--- config.mk ---
export PLATFORM = sky130hd
export DESIGN_NAME = screen_controller
export DESIGN_NICKNAME = d
export VERILOG_FILES = /design/src/rtl/screen_controller_pkg.sv /design/src/rtl/screen_controller_click_detector.sv /design/src/rtl/screen_controller.sv
export SDC_FILE = /design/constraint.sdc
export NUM_CORES = 1
export LEC_CHECK = 0
export BUFFER_PORTS_ARGS = -buffer_cell sky130_fd_sc_hd__clkbuf_2
export CAP_MARGIN = 20
export CORE_AREA = 2 2 65 67
export CTS_BUF_LIST = sky130_fd_sc_hd__clkbuf_16
export CTS_CLUSTER_DIAMETER = 40
export CTS_CLUSTER_SIZE = 16
export DETAILED_ROUTE_END_ITERATION = 7
export DIE_AREA = 0 0 67 69
export PLACE_DENSITY_LB_ADDON = 0.3
export SETUP_SLACK_MARGIN = 0.1
export SYNTH_ARGS = -nofsm -noshare
export SYNTH_HDL_FRONTEND = slang
export SYNTH_SLANG_ARGS = --single-unit
--- constraint.sdc ---
create_clock -name clk -period 3.3 [get_ports clk]
set_input_delay 0.825 -clock clk [delete_from_list [all_inputs] [get_ports clk]]
set_output_delay 0.825 -clock clk [all_outputs]
set_load 0.02 [all_outputs]
--- src/rtl/screen_controller_pkg.sv ---
// Shared types and constants for the screen sequencer and its click detector.
package screen_controller_pkg;

  localparam int unsigned PIX_W    = 12;
  localparam int unsigned SCR_W    = 2;
  localparam int unsigned TIMING_W = 10;
  localparam int unsigned FRAME_W  = 10;

  typedef logic [PIX_W-1:0] pixel_t;

  typedef enum logic [SCR_W-1:0] {
    SCR_MENU  = 2'd0,
    SCR_GAME  = 2'd1,
    SCR_OVER  = 2'd2,
    SCR_BLANK = 2'd3
  } screen_t;

  localparam pixel_t BLACK = 12'h000;

  // Single-entry screen change request waiting for the next vblank.
  typedef struct packed {
    logic    valid;
    screen_t screen;
  } pend_t;

endpackage

--- src/rtl/screen_controller_click_detector.sv ---
// Turns a raw button level plus hover flag into a one-cycle click:
// press and release must both happen over the button.
module click_detector
  import screen_controller_pkg::*;
(
  input  logic clk,
  input  logic rst_n,
  input  logic MOUSE_LEFT,
  input  logic hover,
  input  logic clear,
  output logic click
);

  logic left_q;
  logic left_prev;
  logic armed;
  logic rise_c;
  logic fall_c;

  assign rise_c = left_q & ~left_prev;
  assign fall_c = ~left_q & left_prev;

  always_ff @(posedge clk) begin
    if (!rst_n) begin
      left_q    <= 1'b0;
      left_prev <= 1'b0;
      armed     <= 1'b0;
      click     <= 1'b0;
    end else begin
      left_q    <= MOUSE_LEFT;
      left_prev <= left_q;
      click     <= fall_c & armed & hover & ~clear;
      // Any release or screen commit disarms; a press over the button arms.
      if (clear || fall_c) begin
        armed <= 1'b0;
      end else if (rise_c && hover) begin
        armed <= 1'b1;
      end
    end
  end

endmodule

--- src/rtl/screen_controller.sv ---
// MENU/GAME/OVER display sequencer: screen changes are queued and committed
// at the start of vertical blanking, and the matching pixel source is muxed out.
module screen_controller
  import screen_controller_pkg::*;
#(
  parameter int unsigned H_ACTIVE            = 640,
  parameter int unsigned V_ACTIVE            = 480,
  parameter int unsigned OVER_TIMEOUT_FRAMES = 600
) (
  input  logic                clk,
  input  logic                rst_n,
  input  logic [TIMING_W-1:0] h_cnt,
  input  logic [TIMING_W-1:0] v_cnt,
  input  logic                valid,
  input  logic                MOUSE_LEFT,
  input  logic                mouse_on_start_button,
  input  logic                mouse_on_return_button,
  input  logic                game_over,
  input  pixel_t              pixel_menu_in,
  input  pixel_t              pixel_game_in,
  input  pixel_t              pixel_over_in,
  output pixel_t              pixel_out,
  output logic [SCR_W-1:0]    screen,
  output logic                game_start,
  output logic                game_reset
);

  screen_t              scr_q, scr_nxt;
  pend_t                pend_q, pend_nxt;
  logic [FRAME_W-1:0]   frame_q, frame_nxt;
  pixel_t               pixel_nxt;
  logic                 game_start_nxt;
  logic                 game_reset_nxt;
  logic                 req_valid;
  screen_t              req_scr;
  logic                 boundary_c;
  logic                 commit_c;
  logic                 timeout_c;
  logic                 hover_c;
  logic                 click;

  assign boundary_c = (h_cnt == '0) && (v_cnt == TIMING_W'(V_ACTIVE));
  assign commit_c   = boundary_c && pend_q.valid;
  assign timeout_c  = (OVER_TIMEOUT_FRAMES != 0) &&
                      (frame_q >= FRAME_W'(OVER_TIMEOUT_FRAMES));
  assign hover_c    = ((scr_q == SCR_MENU) && mouse_on_start_button) ||
                      ((scr_q == SCR_OVER) && mouse_on_return_button);
  assign screen     = scr_q;

  click_detector u_click (
    .clk        (clk),
    .rst_n      (rst_n),
    .MOUSE_LEFT (MOUSE_LEFT),
    .hover      (hover_c),
    .clear      (commit_c),
    .click      (click)
  );

  // State and output registers.
  always_ff @(posedge clk) begin
    if (!rst_n) begin
      scr_q      <= SCR_MENU;
      pend_q     <= '0;
      frame_q    <= '0;
      pixel_out  <= BLACK;
      game_start <= 1'b0;
      game_reset <= 1'b0;
    end else begin
      scr_q      <= scr_nxt;
      pend_q     <= pend_nxt;
      frame_q    <= frame_nxt;
      pixel_out  <= pixel_nxt;
      game_start <= game_start_nxt;
      game_reset <= game_reset_nxt;
    end
  end

  // Next state: raise requests, hold one pending, commit it at vblank.
  always_comb begin
    scr_nxt   = scr_q;
    pend_nxt  = pend_q;
    frame_nxt = frame_q;
    req_valid = 1'b0;
    req_scr   = scr_q;
    unique case (scr_q)
      SCR_MENU: if (click) begin
        req_valid = 1'b1;
        req_scr   = SCR_GAME;
      end
      SCR_GAME: if (game_over) begin
        req_valid = 1'b1;
        req_scr   = SCR_OVER;
      end
      SCR_OVER: if (click || timeout_c) begin
        req_valid = 1'b1;
        req_scr   = SCR_MENU;
      end
      default: ;
    endcase
    if (commit_c) begin
      scr_nxt        = pend_q.screen;
      pend_nxt.valid = 1'b0;
      frame_nxt      = '0;
    end else begin
      if (req_valid && !pend_q.valid) begin
        pend_nxt = '{valid: 1'b1, screen: req_scr};
      end
      if ((scr_q == SCR_OVER) && boundary_c && (frame_q != '1)) begin
        frame_nxt = frame_q + FRAME_W'(1);
      end
    end
  end

  // Output decode: commit pulses and the per-screen pixel mux.
  always_comb begin
    game_start_nxt = commit_c && (pend_q.screen == SCR_GAME);
    game_reset_nxt = commit_c && (pend_q.screen == SCR_MENU) && (scr_q == SCR_OVER);
    pixel_nxt      = BLACK;
    if (valid && (h_cnt < TIMING_W'(H_ACTIVE))) begin
      unique case (scr_q)
        SCR_MENU: pixel_nxt = pixel_menu_in;
        SCR_GAME: pixel_nxt = pixel_game_in;
        SCR_OVER: pixel_nxt = pixel_over_in;
        default:  pixel_nxt = BLACK;
      endcase
    end
  end

endmodule

==> qor.txt <==
Status: completed
Global Route Usage Sum: 18.48%
GRT overflow: 0
1st-iter DRT viols: 92
Post-DP Area: 2101 um^2
Largest net degree at the start of global routing: 24
Top-Level Pins: 79
Clk pin slew, worst setup/hold paths: 0.05 ns
Hold_buf cts: 0
Post-cts resize count: 0
Ys Warns: 0
CP arrival: 2.96 ns
CTS root buffer: clkbuf_16
CTS Buf Count: 5
Width of the die: 67 um
Post-Route WL: 4.012 mm
Postcts setup bufs: 0
Worst Tran Pin Value: 1.024 ns
Data required, critical path: 3.52 ns
Row count: 23
Vias: 1666
Vias in the first global route: 1571
Seq/Total Area, Yosys: 39.20%
Final period util: 83.05%
EDFF count, synth: 0
Routed len/inst: 12.16 um
Synthesized net count: 269
RSZ-0062 raised after global routing: false
CTS tree: yes
Die Span Y: 69 um
Most frequent cells after synthesis: nor2_1 (35), dfxtp_1 (33), a21oi_1 (20), mux2i_1 (17)
Most common cell in the netlist: nor2_1
Core ar.: 3914 um^2
Rel. slew slack: 31.63%
Post-detail-place hpwl: 3.093 mm
Cell taking the most area after synthesis: dfxtp_1
Simple-gate portion of the synthesized area: 30.81%
Period minus WS final: 2.741 ns
Largest family of logic cells by synthesized area: simple AND/OR/NAND/NOR gates
Cell Area, Synth: 1685 um^2
Critical path startpoint category: input pin
Post-Synth Adder-Cell Area: 1.485%
Synth top area share: 39.20%
Post-synthesis mux area share: 10.10%
Compound-cell area share of the yosys netlist: 10.91%
DR vias/cell: 5.048
Die ar.: 4623 um^2
Fmax: 0.3649 GHz
Antenna-violating nets left: 0
Mapped Cells: 204
DRT Pass-1 Iters: 4
Clock Skews: 0.005011 ns
Final nets: 344
Endpoints failing setup: 0
Avg Cell Area, Syn: 8.262 um^2
Synth Flop Type: dfxtp_1
CP Max Fanout: 8
Final Hold Vio Count: 0
Starting Density: 43.06%
Drt drc: 0
IO Port Bufs: 78
Post-synthesis register bit count: 33
Worst-Skew Late Latency: 0.28 ns
Max-cap viol count: 0
Setup CP Type: input pin to register
Routability cong.: 0.8392
Area growth from synthesis to layout: 34.30%
FFs w/ async S/R, synth: 0%
Pwr per Cell Area: 439.5 nW/um^2
CTS Sinks: 33
Leak: 0.9638 nW
Antenna violations before repair: 0
VDD IR-drop max: 0.3052 mV
Xor-xnor portion of the synthesized cell area: 2.598%
ANT cells: 0
CTS Buffer Depth: 2
H-tree levels: 2
Final Max Tran Viols: 0
Hold Path Class: register to register
Synth area leaders: dfxtp_1 (39%), mux2i_1 (10%), nor2_1 (7.8%)
Share of cells above drive strength 1: 33.57%
Global-route wire length before repair: 6.665 mm
Unique masters post-synth: 38
Worst setup EP type: register
Fin area: 2263 um^2
Setup TNS: 0 ns
-- layout make-up --
cell class / count / area [um^2]
Inverter: 6 / 22.52
Clock inverter: 3 / 37.54
Clock buffer: 5 / 125.1
Sequential cell: 33 / 660.6
Timing Repair Buffer: 81 / 412.9
Tap cell: 50 / 62.56
Fill cell: 362 / 1650
Multi-Input combinational cell: 152 / 942.2
-- metal layers --
| metal | vias up | wire, um | GRT usage [%] |
|---|---|---|---|
| met5 | - | 0 | 0 |
| met3 | 5 | 278 | 4.241 |
| met2 | 68 | 1871 | 30.36 |
| met1 | 718 | 1805 | 22.82 |
| li1 | 875 | - | - |
| met4 | 0 | 56 | 7.483 |
-- report_power, final --
| group | switching [W] | internal [W] | total, W |
|---|---|---|---|
| combinational | 0.0000343 | 0.0000409 | 0.0000752 |
| sequential | 0.00000217 | 0.000406 | 0.000408 |
| clock | 0.000162 | 0.000350 | 0.000512 |
-- placed cells by master, fill, tap and decap left out, types with 2 or more instances in the layout --
cell,count
clkbuf_2,78
nor2_1,35
dfxtp_1,33
a21oi_1,20
mux2i_1,17
nand3_1,10
nand2_1,8
inv_1,7
o21ai_0,7
nor3_1,5
xnor2_1,5
clkbuf_16,5
or4_1,4
nand4_1,4
nor4_1,4
nor2b_1,4
or4_4,3
and2_1,3
buf_4,3
o31ai_1,2
nand4b_1,2
or3_1,2
and4b_1,2
ha_1,2
-- sequential cells by signal (all words and copies together), names as in the netlist, 2 cells and up --
name,count
pend_q,3
frame_q,10
pixel_out,12
screen,2
-- stage by stage --
step           hold slack, ns  total power (W)  worst slack (ns)  util (%)  instances
6_report               0.4771        0.0009948            0.5594     57.83        330
5_1_grt                0.5000         0.001031            0.4759     57.83        330
4_1_cts                0.4781         0.001002            0.5548     57.83        330
3_5_place_dp           0.4711        0.0004921            0.2705     53.68        322
3_3_place_gp           0.4554        0.0004906            0.2922     53.68        322
2_1_floorplan          0.4453        0.0004469            0.3417         -        204
-- logic make-up (layout without fill, tap and decap cells) --
logic type                 Yosys count  after routing
and+or+nand+nor                     95             95
AOI/OAI and AO/OA                   33             33
DFF                                 33             33
buffers and inverters               19             95
muxes                               17             17
xor gates and xnor gates             5              5
adders and majority gates            2              2
-- critical path, cell delays in order --
cell and delay (ns):
clkbuf_2 0.07, or4_1 0.55, or4_4 0.59, or2_4 0.28, or4_4 0.51, a21oi_2 0.13
-- worst paths after layout --
path | cells past startpoint | start | endpoint | slack, ns
worst max register to register | 5 | screen[0] | frame_q[9] | 1.13
worst min-delay path | 2 | u_click.armed | u_click.click | 0.48
worst min register to register | 2 | u_click.armed | u_click.click | 0.48
worst max-delay path | 6 | h_cnt[1] | frame_q[7] | 0.56
No activity file was read; power rests on OpenSTA's default activity.
